==> src/rtl/axis_arb_pkg.sv <==
// Shared types and helpers for the packet round-robin AXI-Stream arbiter.
package axis_arb_pkg;

    typedef enum logic {
        IDLE = 1'b0,
        XFER = 1'b1
    } state_t;

    // Index following cur, wrapping at n.
    function automatic int unsigned next_idx(input int unsigned cur, input int unsigned n);
        return (cur + 1 >= n) ? 0 : cur + 1;
    endfunction

endpackage

==> src/rtl/axis_rr_pick.sv <==
// Combinational round-robin picker: first requester after 'last', modulo NUM_M.
module axis_rr_pick
    import axis_arb_pkg::*;
#(
    parameter int unsigned NUM_M = 4,
    parameter int unsigned ID_W  = 2
) (
    input  logic [NUM_M-1:0] req,
    input  logic [ID_W-1:0]  last,
    output logic             found,
    output logic [ID_W-1:0]  idx
);

    logic [2*NUM_M-1:0] dbl_req;
    logic [2*NUM_M-1:0] win_mask;
    int unsigned        start;

    // Unroll the request vector twice and keep a NUM_M-wide window starting
    // just after 'last'; the lowest set bit of that window is the winner.
    always_comb begin
        dbl_req  = {req, req};
        start    = next_idx(32'(last), NUM_M);
        win_mask = '0;
        found    = 1'b0;
        idx      = '0;
        for (int unsigned j = 0; j < 2 * NUM_M; j++) begin
            win_mask[j] = dbl_req[j] && (j >= start) && (j < start + NUM_M);
        end
        for (int unsigned j = 0; j < 2 * NUM_M; j++) begin
            if (win_mask[j] && !found) begin
                found = 1'b1;
                idx   = ID_W'((j >= NUM_M) ? (j - NUM_M) : j);
            end
        end
    end

endmodule

==> src/rtl/axis_pkt_rr_arbiter.sv <==
// Packet-level round-robin arbiter: NUM_M AXI-Stream masters onto one slave
// through a single full-throughput output register.
module axis_pkt_rr_arbiter
    import axis_arb_pkg::*;
#(
    parameter int unsigned NUM_M  = 4,
    parameter int unsigned DATA_W = 8,
    parameter int unsigned ID_W   = 2,
    parameter int unsigned CNT_W  = 16
) (
    input  logic                    axis_aclk,
    input  logic                    axis_areset,
    input  logic [NUM_M-1:0]        s_axis_tvalid,
    input  logic [NUM_M*DATA_W-1:0] s_axis_tdata,
    input  logic [NUM_M-1:0]        s_axis_tlast,
    output logic [NUM_M-1:0]        s_axis_tready,
    output logic                    m_axis_tvalid,
    output logic [DATA_W-1:0]       m_axis_tdata,
    output logic                    m_axis_tlast,
    output logic [ID_W-1:0]         m_axis_tid,
    input  logic                    m_axis_tready,
    output logic                    busy,
    output logic [ID_W-1:0]         grant_idx,
    output logic [CNT_W-1:0]        pkt_cnt
);

    state_t              state_q, state_d;
    logic [ID_W-1:0]     grant_q, grant_d;
    logic                pick_found;
    logic [ID_W-1:0]     pick_idx;
    logic                out_free;
    logic                accept;
    logic                g_valid;
    logic                g_last;
    logic [DATA_W-1:0]   g_data;

    axis_rr_pick #(
        .NUM_M (NUM_M),
        .ID_W  (ID_W)
    ) u_pick (
        .req   (s_axis_tvalid),
        .last  (grant_q),
        .found (pick_found),
        .idx   (pick_idx)
    );

    // Select the granted master's beat and derive the handshake terms.
    always_comb begin
        g_valid  = s_axis_tvalid[grant_q];
        g_last   = s_axis_tlast[grant_q];
        g_data   = s_axis_tdata[grant_q*DATA_W +: DATA_W];
        out_free = !m_axis_tvalid || m_axis_tready;
        accept   = (state_q == XFER) && g_valid && out_free;
    end

    // Next-state, grant update and per-master ready.
    always_comb begin
        state_d       = state_q;
        grant_d       = grant_q;
        s_axis_tready = '0;
        unique case (state_q)
            IDLE: begin
                if (pick_found) begin
                    grant_d = pick_idx;
                    state_d = XFER;
                end
            end
            XFER: begin
                s_axis_tready[grant_q] = out_free;
                if (accept && g_last) begin
                    state_d = IDLE;
                end
            end
            default: state_d = IDLE;
        endcase
    end

    // State and grant registers.
    always_ff @(posedge axis_aclk) begin
        if (axis_areset) begin
            state_q <= IDLE;
            grant_q <= ID_W'(NUM_M - 1);
        end else begin
            state_q <= state_d;
            grant_q <= grant_d;
        end
    end

    // Output register: reload on accept (even while draining), else empty on transfer.
    always_ff @(posedge axis_aclk) begin
        if (axis_areset) begin
            m_axis_tvalid <= 1'b0;
            m_axis_tdata  <= '0;
            m_axis_tlast  <= 1'b0;
            m_axis_tid    <= '0;
        end else if (accept) begin
            m_axis_tvalid <= 1'b1;
            m_axis_tdata  <= g_data;
            m_axis_tlast  <= g_last;
            m_axis_tid    <= grant_q;
        end else if (m_axis_tready) begin
            m_axis_tvalid <= 1'b0;
        end
    end

    // Count packets whose final beat has left downstream; wraps naturally.
    always_ff @(posedge axis_aclk) begin
        if (axis_areset) begin
            pkt_cnt <= '0;
        end else if (m_axis_tvalid && m_axis_tready && m_axis_tlast) begin
            pkt_cnt <= pkt_cnt + 1'b1;
        end
    end

    assign busy      = (state_q == XFER);
    assign grant_idx = grant_q;

endmodule
==> config.mk <==
export PLATFORM = sky130hd
export DESIGN_NAME = axis_pkt_rr_arbiter
export DESIGN_NICKNAME = d
export VERILOG_FILES = /design/src/rtl/axis_arb_pkg.sv /design/src/rtl/axis_rr_pick.sv /design/src/rtl/axis_pkt_rr_arbiter.sv
export SDC_FILE = /design/constraint.sdc
export NUM_CORES = 1
export LEC_CHECK = 0
export CAP_MARGIN = 20
export CORE_MARGIN = 2
export CORE_UTILIZATION = 45
export CTS_CLUSTER_DIAMETER = 40
export DETAILED_ROUTE_END_ITERATION = 8
export PLACE_DENSITY_LB_ADDON = 0.2
export SLEW_MARGIN = 20
export SYNTH_ARGS = -nofsm -noshare
export SYNTH_HDL_FRONTEND = slang
export SYNTH_SLANG_ARGS = --single-unit
==> constraint.sdc <==
create_clock -name axis_aclk -period 6.8 [get_ports axis_aclk]
set_input_delay 1.02 -clock axis_aclk [delete_from_list [all_inputs] [get_ports axis_aclk]]
set_output_delay 1.02 -clock axis_aclk [all_outputs]
set_load 0.02 [all_outputs]
==> run_results.csv <==
group,metric,value,unit
layout,utilization,0.713,
synth,yosys_register_bits,31,
power_and_ir_drop,leakage,0.953,nW
layout,fin_nets,310,
global_route,grt-ovfl-total,0,
setup_path,startpoint_type,"input port",
drt,final_antenna_net_count,0,
cts,ctsLongestPathBuffers,2,
synth,yosys.area_share.simple,0.212,
cts,clockRootBuffer,"clkbuf_8",
placed_design,place_ws,3.16,ns
drt,routed_wl,4680,um
power_and_ir_drop,powerDensity,204,mW/mm^2
layout,drive_gt1_frac,0.0881,
timing,fin_ws,3.16,ns
cts,clock_sinks,31,
timing,clock_skew,0.00558,ns
cts,h-tree-depth,2,
synth,synth_xor_area_frac,0.0347,
setup_path,cp-end-kind,"output port",
global_route,grt_pass1_wl,7520,um
power_and_ir_drop,pwr-share-comb,0.298,
setup_path,path_max_fanout,8,
timing,fin_setup_tns,0,ns
synth,avgSynthCellArea,9.45,um^2
floorplanning,num_rows,22,
timing,worst_slew_pin_slew,0.923,ns
cts,cts_tree,"built",
timing,finalHoldViolCount,0,
global_route,grt_use_total,0.225,
floorplanning,die_area,0.00445,mm^2
timing,maxSlewHeadroom,0.384,
cts,clk_latency,0.29,ns
run,maxCapViolCount,0,
synth,synth_fa_ha_area_frac,0.0495,
cts,cts_post_setup_buffers_inserted,0,
min_path,hold_class,"reg -> reg",
synth,synth_mux_area_frac,0.190,
setup_path,rrSetupSlack,4.34,ns
timing,setup_viol,0,
power_and_ir_drop,clock_power_share,0.299,
synth,syn_inst,187,
setup_path,ff2ff_path_depth,6,
drt,wl_per_cell,15.1,um
global_route,grt_antenna_before_repair,0,
placed_design,port-buffer-count,77,
synth,synth-edff-count,0,
setup_path,path_class,"in -> out",
drt,num_vias,1677,
synth,synth-compound-area-share,0.125,
floorplanning,die_h,66.7,um
cts,cts_resized,0,
placed_design,gp_congestion,0.886,
power_and_ir_drop,p_seq_frac,0.402,
setup_path,endpoint,"s_axis_tready[2]",
synth,synth_common_cells,"dfxtp_1, nor2_1, a21oi_1, o21ai_0",
power_and_ir_drop,p_sw,0.000161,W
synth,seq_area_frac_synth,0.351,
synth,synth_most_common_cell,"dfxtp_1",
drt,drtIter0Drc,55,
synth,ys.flop_type,"dfxtp_1",
synth,yosys_warnings,0,
placed_design,dpl.hpwl,3490,um
floorplanning,io_pins,78,
cts,cts_hold_buf,0,
synth,syn-cell-area,0.00177,mm^2
setup_path,required,5.78,ns
drt,post_drt_via_cell_ratio,5.43,
synth,syn-num-nets,237,
synth,ys_types,34,
synth,synth_top_area_share,0.351,
power_and_ir_drop,sw_frac_of_total,0.298,
drt,first_pass_iters,4,
setup_path,r2r-start,"grant_idx[0]",
outcome,outcome,"completed",
floorplanning,start_util,0.476,
synth,ys_top_cells_by_area,"dfxtp_1, mux4_2, mux2i_1, ha_1, a21oi_1",
cts,path_clk_slew,0.06,ns
timing,rsz0062_at_grt,"false",
setup_path,arrival,2.62,ns
drt,drc,0,
floorplanning,core-area,0.00372,mm^2
synth,synth_top_family_by_area,"simple AND/OR/NAND/NOR gates",
timing,post-route-period-util,0.535,
timing,fmax,275,MHz
timing,slew_violations,0,
layout,syn_to_final_growth,49.8,%
global_route,grt_max_degree,32,
floorplanning,die_w,66.7,um
cts,cts_buffers,5,
power_and_ir_drop,intPower,0.000379,W
setup_path,r2r_end,"busy",
setup_path,critical_path.startpoint,"m_axis_tready",
synth,yosys.area.top_type,"dfxtp_1",
global_route,grt_pass1_vias,1692,
timing,min_period,3.64,ns
synth,synthArstFlopShare,0,
layout,antenna_cells,0,
power_and_ir_drop,vdd_drop_max,177,uV
==> layer usage <==
metal,GRT usage,vias to the layer above,share of wire
li1,-,830,-
met5,0,-,0
met3,0.0473,11,0.042
met4,0.0867,0,0.019
met1,0.259,797,0.42
met2,0.403,39,0.52
==> worst min path at each step <==
stage	from	cells past startpoint	end	slack, ns
6_report	m_axis_tid[0]	2	m_axis_tid[0]	0.48
5_1_grt	m_axis_tid[0]	2	m_axis_tid[0]	0.50
4_1_cts	m_axis_tid[0]	2	m_axis_tid[0]	0.48
3_5_place_dp	m_axis_tid[0]	2	m_axis_tid[0]	0.47
3_3_place_gp	m_axis_tid[0]	2	m_axis_tid[0]	0.47
2_1_floorplan	m_axis_tid[0]	2	m_axis_tid[0]	0.55
==> cells in the final DEF (no fill, tap or decap), drive strengths merged <==
| cell type | instances |
|---|---|
| nand4 | 5 |
| a21o | 1 |
| nand3 | 7 |
| mux2 | 1 |
| clkdlybuf4s50 | 76 |
| xnor2 | 5 |
| o21ai | 11 |
| nand2b | 7 |
| mux4 | 10 |
| clkinvlp | 1 |
| and3 | 5 |
| nand3b | 1 |
| nand2 | 7 |
| buf | 1 |
| nor3 | 3 |
| ha | 7 |
| inv | 5 |
| nor2b | 3 |
| or4 | 2 |
| xor2 | 2 |
| or3 | 8 |
| o211ai | 3 |
| dfxtp | 31 |
| clkbuf | 7 |
| a2111oi | 2 |
| a21oi | 16 |
| and4 | 2 |
| a41oi | 1 |
| a2bb2oi | 2 |
| mux2i | 10 |
| o2111a | 1 |
| nor2 | 18 |
==> state kept, by name, summed over array words and instances, names as in the netlist <==
signal         cells
pkt_cnt           16
m_axis_tdata       8
m_axis_tvalid      1
busy               1
m_axis_tid         2
m_axis_tlast       1
grant_idx          2
==> critical path, stage by stage <==
cell and delay, ns:
clkdlybuf4s50_1 0.53, nand2b_1 0.26, and3_1 0.19, clkdlybuf4s50_1 0.60
==> cells by family (layout without fill, tap and decap cells) <==
group,Yosys count,count (layout)
buffers and inverters,16,90
muxes,21,21
xor gates and xnor gates,7,7
and+or+nand+nor,68,68
AOI/OAI and AO/OA,37,37
adders and majority gates,7,7
DFF,31,31
==> through the flow <==
| stage | power (W) | hold slack, ns | instance area [um^2] | std cells |
|---|---|---|---|---|
| after floorplan | 0.000316 | 0.547 | 1770 | 187 |
| after global placement | 0.000382 | 0.466 | 2550 | 301 |
| after detailed placement | 0.000383 | 0.472 | 2550 | 301 |
| after CTS | 0.000545 | 0.482 | 2650 | 309 |
| after global routing | 0.000566 | 0.498 | 2650 | 309 |
| final | 0.000540 | 0.477 | 2650 | 309 |
==> power by group through the flow <==
stage	Clock (W)	Combinational [W]	Sequential, W
6_report	0.000162	0.000161	0.000217
5_1_grt	0.000170	0.000176	0.000220
4_1_cts	0.000163	0.000163	0.000218
3_5_place_dp	0	0.000162	0.000222
3_3_place_gp	0	0.000160	0.000221
2_1_floorplan	0	0.0000965	0.000219
==> cell type report <==
type / instances / area, um^2
inverter: 5 / 18.8
clock buffer: 7 / 96.3
timing repair buffer: 77 / 766
tap: 48 / 60.1
sequential: 31 / 621
clock inverter: 1 / 7.51
multi-input combinational: 140 / 1080
fill: 310 / 1070
Note: power is estimated with default switching activity, not from simulation.
